**src/rtl/fpu_cvt_pkg.sv**
```systemverilog
// Shared types for the INT->F32 converter result path.
// Status flag bundle and F32 field widths.
package fpu_cvt_pkg;

    localparam int F32_MANT_W = 23;

    typedef struct packed {
        logic inexact;
        logic negative;
        logic zero;
    } fpu_cvt_flags_t;

endpackage

```
**src/rtl/fpu_cvt_inexact_chk.sv**
```systemverilog
// Derives IEEE status flags for an INT32->F32 conversion from the source.
// Ports: src (signed INT32 operand) -> flags {inexact, negative, zero}.
module fpu_cvt_inexact_chk
    import fpu_cvt_pkg::*;
(
    input  logic [31:0]    src,
    output fpu_cvt_flags_t flags
);

    logic [31:0] mag;
    logic [31:0] mask;
    logic [4:0]  msb;
    logic [4:0]  sh;

    always_comb begin
        // 0x80000000 negates to itself, which read unsigned is 2^31.
        mag = src[31] ? (~src + 32'd1) : src;

        msb = '0;
        for (int i = 0; i < 32; i++) begin
            if (mag[i]) begin
                msb = i[4:0];
            end
        end

        // Bits below msb-23 fall off the 24-bit significand.
        sh   = msb - 5'(F32_MANT_W);
        mask = (32'd1 << sh) - 32'd1;

        flags.zero     = (src == 32'd0);
        flags.negative = src[31];
        flags.inexact  = (msb > 5'(F32_MANT_W)) && ((mag & mask) != 32'd0);
    end

endmodule

```
**src/rtl/fpu_cvt_result_queue.sv**
```systemverilog
// Result FIFO between the INT->F32 converter and FPU writeback.
// Ports: CLK/nRST/FLUSH, IN_* push side (registered IN_READY),
// OUT_* pop side with head tag/data/flags, LEVEL occupancy.
module fpu_cvt_result_queue
    import fpu_cvt_pkg::*;
#(
    parameter int DEPTH = 4,
    parameter int TAG_W = 5
) (
    input  logic                       CLK,
    input  logic                       nRST,
    input  logic                       FLUSH,
    input  logic                       IN_VALID,
    output logic                       IN_READY,
    input  logic [TAG_W-1:0]           IN_TAG,
    input  logic [31:0]                IN_SRC,
    input  logic [31:0]                IN_RESULT,
    output logic                       OUT_VALID,
    input  logic                       OUT_READY,
    output logic [TAG_W-1:0]           OUT_TAG,
    output logic [31:0]                OUT_DATA,
    output logic [2:0]                 OUT_FLAGS,
    output logic [$clog2(DEPTH):0]     LEVEL
);

    localparam int PTR_W = $clog2(DEPTH);
    localparam int LVL_W = PTR_W + 1;

    typedef struct packed {
        logic [TAG_W-1:0] tag;
        logic [31:0]      data;
        fpu_cvt_flags_t   flags;
    } entry_t;

    entry_t           mem [DEPTH];
    entry_t           head;
    logic [PTR_W-1:0] wr_ptr;
    logic [PTR_W-1:0] rd_ptr;
    logic [LVL_W-1:0] level;
    logic [LVL_W-1:0] level_nxt;
    logic             in_ready_q;
    logic             push;
    logic             pop;
    fpu_cvt_flags_t   in_flags;

    fpu_cvt_inexact_chk u_chk (
        .src   (IN_SRC),
        .flags (in_flags)
    );

    always_comb begin
        push      = IN_VALID && in_ready_q;
        pop       = (level != '0) && OUT_READY;
        level_nxt = level;
        if (FLUSH) begin
            level_nxt = '0;
        end else begin
            case ({push, pop})
                2'b10:   level_nxt = level + LVL_W'(1);
                2'b01:   level_nxt = level - LVL_W'(1);
                default: level_nxt = level;
            endcase
        end
    end

    always_ff @(posedge CLK or negedge nRST) begin
        if (!nRST) begin
            wr_ptr     <= '0;
            rd_ptr     <= '0;
            level      <= '0;
            in_ready_q <= 1'b0;
            for (int i = 0; i < DEPTH; i++) begin
                mem[i] <= '0;
            end
        end else begin
            level <= level_nxt;
            // Registered ready: a pop at full frees space one cycle later.
            in_ready_q <= (level_nxt < LVL_W'(DEPTH));
            if (FLUSH) begin
                wr_ptr <= '0;
                rd_ptr <= '0;
            end else begin
                if (push) begin
                    mem[wr_ptr] <= '{tag: IN_TAG, data: IN_RESULT, flags: in_flags};
                    wr_ptr      <= wr_ptr + PTR_W'(1);
                end
                if (pop) begin
                    rd_ptr <= rd_ptr + PTR_W'(1);
                end
            end
        end
    end

    assign head      = mem[rd_ptr];
    assign IN_READY  = in_ready_q;
    assign OUT_VALID = (level != '0);
    assign OUT_TAG   = head.tag;
    assign OUT_DATA  = head.data;
    assign OUT_FLAGS = head.flags;
    assign LEVEL     = level;

endmodule

```
**config.mk**
```make
export PLATFORM = sky130hd
export DESIGN_NAME = fpu_cvt_result_queue
export DESIGN_NICKNAME = d
export VERILOG_FILES = /design/src/rtl/fpu_cvt_pkg.sv /design/src/rtl/fpu_cvt_inexact_chk.sv /design/src/rtl/fpu_cvt_result_queue.sv
export SDC_FILE = /design/constraint.sdc
export NUM_CORES = 1
export LEC_CHECK = 0
export ABC_CLOCK_PERIOD_IN_PS = 2850
export CORE_MARGIN = 2
export CORE_UTILIZATION = 42
export DETAILED_ROUTE_END_ITERATION = 8
export GPL_TIMING_DRIVEN = 0
export SYNTH_ARGS = -nofsm -noshare
export SYNTH_HDL_FRONTEND = slang
export SYNTH_SLANG_ARGS = --single-unit
export TNS_END_PERCENT = 30
```
**constraint.sdc**
```tcl
create_clock -name CLK -period 2.85 [get_ports CLK]
set_clock_uncertainty 0.2 [all_clocks]
set_input_delay 0.57 -clock CLK [delete_from_list [all_inputs] [get_ports CLK]]
set_output_delay 0.57 -clock CLK [all_outputs]
set_load 0.02 [all_outputs]
```
# Word-level counts from Yosys, hierarchy flattened

Index checks and enable logic that the tools add are counted.

Register bits: 168
Latch bits: 0
RAM bits: 0
Bits in read-only memories: 0
Input port bits: 74
Output and inout port bits: 45
Logic and storage cells: 98
Memories kept: 0

Add/subtract/negate cells: 7
Multipliers: 0
Div/mod/pow operators: 0
Magnitude comparators: 5
Equality and inequality tests: 2
Shift-type cells: 1
Mux-type cells: 44
Bitwise operators: 5
Reduce and logical (&&, ||, !) cells: 10

Operator list:

| kind                  | number |
|---|---|
| $bwmux 160            | 1 |
| $mux 40               | 3 |
| $bmux 40 s2           | 1 |
| $demux 40 s2          | 1 |
| $mux 5                | 16 |
| $add 32x1->32 const B | 1 |
| $and 32x32->32        | 1 |
| $logic_not 32->1      | 1 |
| $mux 32               | 1 |
| $mux 4                | 8 |
| $not 32->32           | 1 |
| $reduce_bool 32->1    | 1 |
| $shl 1x5->32 const A  | 1 |
| $sub 32x1->32 const B | 1 |
| $mux 3                | 5 |
| $mux 2                | 6 |
| $ge 3x3->1 const B    | 2 |
| $not 2->3             | 2 |
| $pmux 3 s2            | 1 |
| $gt 5x5->1 const B    | 1 |
| $sub 5x5->5 const B   | 1 |
| $add 2x1->2 const B   | 2 |
| $logic_and 1x1->1     | 4 |
| $reduce_bool 2->1     | 2 |
| 10 further kinds      | 10 |

# Longest topological paths before layout

Gate-level depths: netlist (run 1).

Word-level depth: 41
Gate-level depth with buffers: 23
Gate-level depth less buffers: 19

# By module

From an unflattened synthesis (run 1), not the netlist that was laid out.

Cells, all modules: 906
Area, all modules: 10367.4 um^2

Modules (own cells, without submodules):

| module               | instances | cells each | area an instance (um^2) | sequential area each (um^2) |
|---|---|---|---|---|
| fpu_cvt_result_queue | 1         | 441        | 7360.8                  | 4204.0 |
| fpu_cvt_inexact_chk  | 1         | 465        | 3006.6                  | 0.0 |

# Least setup slack after synthesis (run 1)

Ideal clock, no wire load.

Path type: in2reg
Start point: in IN_SRC[1]
End point: reg mem[122] (netlist name)
Setup time: 0.128 ns
Data arrival time: 4.763 ns
Data required time: 2.522 ns
Path slack: -2.242 ns
Cell stages on the path: 21
Buffers on the path: 2
Cell sequence: clkbuf_1 inv_1 ha_1 buf_2 nor4b_2 nand4_1 or4_1 a211oi_1 o32ai_1 o2111a_1 nor3_1 nor2_1 nand3_1 ha_1 nand3_1 o32a_4 mux2_4 a22oi_2 nand3_1 nor3b_2 o21ai_1

Word-level cells in the longest chain between the ends: 41
Elaborated cells on any way between the ends: 42
Classes of those cells: 3 x add/sub; 1 x order compare; 1 x shift; 33 x mux; 2 x bitwise; 2 x reduce/logical

Ends and longest elaborated chain:

| item                          | line                       | RTL |
|---|---|---|
| start, declared               | fpu_cvt_result_queue.sv:16 | `input logic [31:0] IN_SRC,` |
| $not 32->32                   | fpu_cvt_inexact_chk.sv:17  | `mag = src[31] ? (~src + 32'd1) : src;` |
| $add 32x1->32                 | fpu_cvt_inexact_chk.sv:17  |  |
| $mux 32 *                     | fpu_cvt_inexact_chk.sv:17  |  |
| $mux 1                        | fpu_cvt_inexact_chk.sv:21  | `if (mag[i]) begin` |
| $mux 2 (2 in series)          | fpu_cvt_inexact_chk.sv:21  |  |
| $mux 3 (4 in series)          | fpu_cvt_inexact_chk.sv:21  |  |
| $mux 4 (8 in series)          | fpu_cvt_inexact_chk.sv:21  |  |
| $mux 5 (16 in series)         | fpu_cvt_inexact_chk.sv:21  |  |
| $sub 5x5->5                   | fpu_cvt_inexact_chk.sv:27  | `sh = msb - 5'(F32_MANT_W);` |
| $shl 1x5->32                  | fpu_cvt_inexact_chk.sv:28  | `mask = (32'd1 << sh) - 32'd1;` |
| $sub 32x1->32                 | fpu_cvt_inexact_chk.sv:28  |  |
| $and 32x32->32                | fpu_cvt_inexact_chk.sv:32  | `flags.inexact = (msb > 5'(F32_MANT_W)) && ((mag & mask) != 32'd0);` |
| $reduce_bool 32->1            | fpu_cvt_inexact_chk.sv:32  |  |
| $logic_and 1x1->1 *           | fpu_cvt_inexact_chk.sv:32  |  |
| $bwmux 160 *                  | fpu_cvt_result_queue.sv:84 | `mem[wr_ptr] <= '{tag: IN_TAG, data: IN_RESULT, flags: in_flags};` |
| end signal, assigned by index | fpu_cvt_result_queue.sv:84 |  |
| end, declared                 | fpu_cvt_result_queue.sv:35 | `entry_t mem [DEPTH];` |

Mark *: on every way between the ends. The rest lies on a longest branch, timed or not.
A chain may end at the register's enable or synchronous reset.

# Worst setup path after layout (run 1)

Start point: in IN_SRC[17]
End point: reg mem[42] (netlist name)

Word-level cells in the longest chain between the ends: 25
Elaborated cells on any way between the ends: 26
Classes of those cells: 3 x add/sub; 1 x order compare; 1 x shift; 17 x mux; 2 x bitwise; 2 x reduce/logical

Ends and longest elaborated chain:

| item                  | line |
|---|---|
| $not 32->32           | fpu_cvt_inexact_chk.sv:17 |
| $add 32x1->32         | fpu_cvt_inexact_chk.sv:17 |
| $mux 32 *             | fpu_cvt_inexact_chk.sv:17 |
| $mux 5 (15 in series) | fpu_cvt_inexact_chk.sv:21 |
| $sub 5x5->5           | fpu_cvt_inexact_chk.sv:27 |
| $shl 1x5->32          | fpu_cvt_inexact_chk.sv:28 |
| $sub 32x1->32         | fpu_cvt_inexact_chk.sv:28 |
| $and 32x32->32        | fpu_cvt_inexact_chk.sv:32 |
| $reduce_bool 32->1    | fpu_cvt_inexact_chk.sv:32 |
| $logic_and 1x1->1 *   | fpu_cvt_inexact_chk.sv:32 |
| $bwmux 160 *          | fpu_cvt_result_queue.sv:84 |

Marks and branches as above.

==> flow_metrics.py, run 1 <==
metrics = {
    "power_and_ir_drop": {
        "p_leak_nw": 5.52,
        "combPwrFrac": 0.312,
        "power_mw": 8.46,
        "power_density_mw_per_mm2": 637,
        "p_int_mw": 5.93,
        "vdd_drop_max_mv": 0.506,
        "p_sw_frac": 0.298,
        "p_clk_frac": 0.272,
        "p_sw_mw": 2.52,
        "p_seq_frac": 0.416,
    },
    "critical_path": {
        "regToRegStartpoint": "LEVEL[1]",
        "ff2ff_setup_slack_ps": 280,
        "reg2reg_depth": 9,
        "critPathArrivalTime_ps": 4730,
        "required_ps": 2950,
        "worstSetupPathType": "in -> reg",
        "worstSetupStartpointType": "input pin",
        "end_kind": "flip-flop",
        "path_max_fanout": 7,
        "rr_endpoint": "IN_READY",
    },
    "floorplanning": {
        "placementRows": 56,
        "coreArea_mm2": 0.0235,
        "die_y_um": 159,
        "die_area_mm2": 0.0253,
        "io_pins": 119,
        "die_x_um": 159,
        "start_util": 0.429,
    },
    "finish": {
        "final_nets": 1131,
        "final_cells": 1375,
        "area_growth_pct": 31.7,
        "seqCellArea_mm2": 0.00421,
        "antenna_cells": 0,
        "multi_input_area_mm2": 0.00610,
        "drive_above_1_share": 0.402,
        "n_fill_cell": 2050,
    },
    "min_path": {
        "hp-class": "reg -> reg",
        "hold_path_end": "mem[1]",
        "min_path_cells": 2,
        "min_from": "mem[1]",
    },
    "synth": {
        "synthSimpleGateAreaFrac": 0.125,
        "yosys_warnings": 0,
        "ys_async_sr_fraction": 1.00,
        "yosys_register_bits": 168,
        "yosysTopAreaCellShare": 0.417,
        "synth_largest_area_cell": "dfrtp_1",
        "avgSynthCellArea_um2": 11.6,
        "ys_top_cells_by_area": "dfrtp_1, mux2_2, mux4_2",
        "muxShareOfSynthArea": 0.263,
        "ys_types": 94,
        "syn-num-nets": 957,
        "synth_top_family_by_area": "multiplexers",
        "synth_area_mm2": 0.0101,
        "ys_seq_area_frac": 0.417,
        "synth-adder-area-share": 0.0169,
        "synth-xor-area-share": 0.0295,
        "synth_edf_count": 0,
        "synthCells": 870,
        "ys.flop_type": "dfrtp_1",
        "synth_compound_area_frac": 0.115,
    },
    "placement": {
        "hpwlAfterDp_mm": 18.4,
        "io_buffers": 101,
        "placedCellCount": 1291,
        "gp_congestion": 0.875,
    },
    "route": {
        "ant_nets": 0,
        "drt-met1-wl_mm": 11.9,
        "drc": 0,
        "vias_per_cell": 5.75,
        "highest_layer": "met4",
        "vias": 7911,
        "drtIter0Drc": 508,
        "first_pass_iters": 5,
        "wl_per_cell_um": 19.5,
        "wl_met3_mm": 1.13,
        "routed_wl_mm": 26.8,
        "dr_wl_met2_mm": 13.2,
    },
    "sta": {
        "fmax_ghz": 0.216,
        "worstMarginPinSlew_ps": 694,
        "drv_slew": 0,
        "relSlewSlack": 0.538,
        "tns_ps": -7130,
        "rsz0062_at_grt": "true",
        "fin_ws_ps": -1780,
        "setup_viol": 4,
        "post-route-period-util": 1.63,
        "min_period_ps": 4630,
        "finalHoldViolCount": 0,
    },
    "flow_run": {
        "maxCapViolCount": 0,
    },
    "global_routing": {
        "grt_pass1_vias": 8004,
        "grt_max_degree": 118,
        "grt_usage": 0.210,
        "antenna_found_initial": 0,
        "grt_pass1_wl_mm": 42.7,
        "gr-total-overflow": 0,
    },
    "clock_network": {
        "cts_made_buffers": 17,
        "clockRootBuffer": "clkbuf_16",
        "cts_buffer_depth": 2,
        "cts_tree": "built",
        "clkLatencyLatePin_ps": 420,
        "htree_num_levels": 4,
        "cts.clk_slew.worst_paths_ps": 60,
        "clock_sinks": 168,
    },
    "status": {
        "outcome": "complete, but fails checks",
        "violations": "setup timing",
    },
}
[sequential cells by signal (all words and copies together) (netlist names)]
| name | count |
|---|---|
| LEVEL | 3 |
| wr_ptr | 2 |
| rd_ptr | 2 |
| mem | 160 |
| IN_READY | 1 |
[power by group through the flow]
stage                     clock network (mW)  registers, mW  logic (mW)
final                                   2.30           3.52        2.64
after global routing                    2.47           3.62        2.85
after floorplan                            0           3.44        1.82
after CTS                               2.35           3.52        2.62
after global placement                     0           3.53        2.64
after detailed placement                   0           3.55        2.68
[layout make-up]
class                   instances  share of cell area
multi-input cells             621               0.459
flip-flops and latches        168               0.316
plain buffers                  61              0.0326
well taps                     319              0.0300
inverters                      16             0.00603
repair buffers                159               0.111
clock buffers                  18              0.0323
clock inverters                13              0.0123
[metrics by stage]
| stage | area (µm²) | setup slack [ps] | util | hold WS [ps] |
|---|---|---|---|---|
| CTS | 12800 | -1820 | 0.545 | 281 |
| global route | 13300 | -1910 | 0.565 | 305 |
| finish | 13300 | -1780 | 0.565 | 279 |
| global placement | 11600 | -6100 | 0.493 | 259 |
| floorplan | 10200 | -1870 | - | 74.4 |
| detailed placement | 11600 | -3170 | 0.495 | 267 |
[cells in the mapped netlist (all sizes together), types with 18 or more instances]
cell	n
dfrtp	168
mux2	151
nand2	60
nor2	48
mux4	40
buf	39
o21ai	34
clkbuf	26
nand3	26
nor3	24
a21oi	20
xnor2	18
[cells by family (layout without fill, tap and decap cells)]
group / Yosys count / count (layout)
xor gates and xnor gates: 34 / 34
DFF: 168 / 168
and+or+nand+nor: 230 / 230
AOI/OAI and AO/OA: 148 / 148
adders and majority gates: 13 / 13
muxes: 196 / 196
buffers and inverters: 81 / 267
[repair_timing]
action                                 4_1_cts  5_1_grt
hold buffers                                 1        0
cloned                                       0        2
pin swaps                                   41       58
setup endpoints to repair                   48       15
buffers inserted                            34       20
endpoints found under the hold margin       51        0
gates resized for setup                    172       78
[routing by layer]
layer / GRT usage / vias to the layer above
li1: - / 3643
met1: 0.280 / 3981
met2: 0.360 / 242
met3: 0.0279 / 45
met4: 0.0587 / 0
met5: 0 / -
[worst max path at each step]
stage	from	end	slack [ps]
detailed placement	IN_SRC[31]	mem[42]	-3170
global placement	nRST	mem[6]	-6100
floorplan	IN_SRC[8]	mem[122]	-1870
CTS	IN_SRC[1]	mem[42]	-1820
finish	IN_SRC[17]	mem[42]	-1780
global route	IN_SRC[1]	mem[2]	-1910
[layout by cell type (no fill, tap or decap), types with 13 or more instances in the layout]
cell and n:
dfrtp_1 167, mux2_2 150, nand2_1 58, buf_4 54
clkdlybuf4s50_1 49, dlygate4sd2_1 42, nor2_1 41, mux4_2 40
o21ai_0 23, clkbuf_16 20, nor3_1 19, xnor2_1 17
nand3_1 17, a21oi_1 16, clkbuf_1 14, xor2_1 14
buf_1 13
[worst max-delay path: stages]
cell,delay [ps]
buf_4,140
or4_4,550
or3_4,400
a2111o_1,400
a21oi_2,210
o21ai_2,80
o211a_1,260
nor3_4,290
nor2_4,90
nand3_4,90
ha_4,170
nand3_2,70
o32a_4,420
mux2_4,310
a22oi_2,180
nand3_2,120
nor3b_4,290
o21ai_1,90
No activity file was read; power rests on OpenSTA's default activity.
==> run 2, diff against run 1 <==
--- a/config.mk
+++ b/config.mk
@@ -7,7 +7,8 @@
 export LEC_CHECK = 0
 export ABC_CLOCK_PERIOD_IN_PS = 2850
 export CORE_MARGIN = 2
-export CORE_UTILIZATION = 42
+export CORE_UTILIZATION = 40
+export CTS_CLUSTER_DIAMETER = 100
 export DETAILED_ROUTE_END_ITERATION = 8
 export GPL_TIMING_DRIVEN = 0
 export SYNTH_ARGS = -nofsm -noshare
==> flow_metrics.py, run 2 (synthesis results as in run 1) <==
metrics = {
    "status": {
        "outcome": "complete, but fails checks",
        "violations": "setup timing",
    },
    "finish": {
        "n_fill_cell": 2194,
        "final_common_cell": "dfrtp_1",
        "largest_reg_flops": 160,
        "antenna_cells": 0,
        "multi_input_area_mm2": 0.00601,
        "area_growth_pct": 33.1,
        "seqCellArea_mm2": 0.00421,
        "drive_above_1_share": 0.405,
        "final_nets": 1153,
        "fin_util": 0.538,
        "fin_area_mm2": 0.0134,
        "regMostFlops": "mem",
        "layout_common_cells": "dfrtp_1, mux2_2, buf_4",
    },
    "route": {
        "vias": 8109,
        "ant_nets": 0,
        "routed_wl_mm": 27.3,
        "vias_per_cell": 5.76,
        "wl_met3_mm": 1.47,
        "drtIter0Drc": 598,
        "wl_per_cell_um": 19.4,
        "drc": 0,
        "drt-met1-wl_mm": 11.9,
        "dr_wl_met2_mm": 13.3,
        "first_pass_iters": 6,
        "highest_layer": "met4",
    },
    "sta": {
        "fmax_ghz": 0.214,
        "tns_ps": -7520,
        "post-route-period-util": 1.64,
        "min_period_ps": 4680,
        "drv_slew": 0,
        "worstMarginPinSlew_ps": 768,
        "finalHoldViolCount": 0,
        "setup_viol": 7,
        "relSlewSlack": 0.488,
        "fin_ws_ps": -1830,
        "rsz0062_at_grt": "true",
    },
    "min_path": {
        "min_from": "mem[121]",
        "min_path_cells": 2,
        "hold_path_end": "mem[121]",
        "hp-class": "reg -> reg",
    },
    "placement": {
        "placed_cell_area_mm2": 0.0117,
        "hpwlAfterDp_mm": 18.5,
        "dpl_worst_slack_ps": -3130,
        "io_buffers": 101,
        "gp_congestion": 0.903,
    },
    "critical_path": {
        "worstSetupPathType": "in -> reg",
        "ff2ff_setup_slack_ps": 260,
        "required_ps": 2950,
        "worst_path_max_delay_cell": "or4_4",
        "rr_endpoint": "IN_READY",
        "critPathArrivalTime_ps": 4780,
        "worstSetupStartpointType": "input pin",
        "cpMostUsedCell": "nand3_2",
        "end_kind": "flip-flop",
        "reg2reg_depth": 9,
        "cpPeakStageDelay_ps": 580,
        "regToRegStartpoint": "LEVEL[1]",
        "path_max_fanout": 7,
        "cp_cell_sequence": "buf_12, or4_4, nor4_4, a21oi_2, o31a_1, a311o_1, a41oi_2, o21a_1, nor2_4, nand3_2, ha_4, nand3_2, o32a_4, mux2_4, a22oi_2, nand3_2, nor3b_4, o21ai_1",
    },
    "global_routing": {
        "grt_usage": 0.205,
        "grt_max_degree": 109,
        "grt_pass1_wl_mm": 42.8,
        "gr-total-overflow": 0,
        "antenna_found_initial": 0,
        "grt_pass1_vias": 8014,
    },
    "floorplanning": {
        "die_y_um": 163,
        "io_pins": 119,
        "die_x_um": 163,
        "start_util": 0.404,
        "coreArea_mm2": 0.0250,
        "placementRows": 58,
        "die_area_mm2": 0.0265,
    },
    "clock_network": {
        "cts.clk_slew.worst_paths_ps": 60,
        "cts_made_buffers": 17,
        "cts_buffer_depth": 2,
        "htree_num_levels": 4,
        "clock_sinks": 168,
        "cts_tree": "built",
        "clkLatencyLatePin_ps": 420,
        "clockRootBuffer": "clkbuf_16",
    },
    "power_and_ir_drop": {
        "vdd_drop_max_mv": 0.402,
        "power_density_mw_per_mm2": 644,
        "power_mw": 8.65,
        "p_leak_nw": 5.73,
    },
    "flow_run": {
        "maxCapViolCount": 0,
    },
}
## run 2: changes by cell type in the layout (fill, tap and decap cells not counted), moves of 3 or more
cell | before | now
dlygate4sd2_1 | 42 | 31
dlymetal6s2s_1 | 2 | 12
o31ai_2 | 4 | 1
inv_6 | 5 | 2
buf_4 | 54 | 79
buf_8 | 7 | 4
## run 2: report_power, final
group | leakage (nW) | internal [mW] | switching (mW)
combinational | 3.32 | 1.52 | 1.21
clock | 0.298 | 1.44 | 0.968
sequential | 2.11 | 3.16 | 0.360
total | 5.73 | 6.12 | 2.53
## run 2: layout make-up
| cell class | count | share of cell area |
|---|---|---|
| multi-input cells | 621 | 0.448 |
| flip-flops and latches | 168 | 0.313 |
| repair buffers | 181 | 0.124 |
| clock buffers | 19 | 0.0337 |
| plain buffers | 61 | 0.0316 |
| well taps | 330 | 0.0307 |
| clock inverters | 13 | 0.0126 |
| inverters | 16 | 0.00671 |
## run 2: how the worst max path moves through the flow
stage                     to  depth (start not counted)        from
floorplan           mem[122]                         19   IN_SRC[8]
global placement     mem[89]                          1        nRST
global route          mem[2]                         22   IN_SRC[1]
CTS                   mem[2]                         21   IN_SRC[1]
detailed placement    mem[2]                         18  IN_SRC[31]
finish                mem[2]                         18   IN_SRC[8]
## run 2: timing repair
item	in CTS	in global routing
setup buffers	57	21
hold buffers	1	0
pin swaps	44	52
setup endpoints to repair	48	28
gates resized for setup	157	84
endpoints found under the hold margin	60	0
## run 2: per-stage QoR
step,instances,hold slack (ps)
after global placement,1301,258
after global routing,1409,313
final,1409,283
after floorplan,870,74.4
after detailed placement,1302,269
after CTS,1390,289
## run 2: worst max-delay path: cells and delay by family
kind                       cells  cell delay, ps
muxes                          1             310
adders and majority gates      1             170
and+or+nand+nor                7            1590
AOI/OAI and AO/OA              8            2010
buffers and inverters          1             110
## run 2: per-layer routing
metal / vias to the layer above / GRT usage
li1: 3685 / -
met1: 4039 / 0.274
met2: 332 / 0.347
met3: 53 / 0.0283
met4: 0 / 0.0668
met5: - / 0
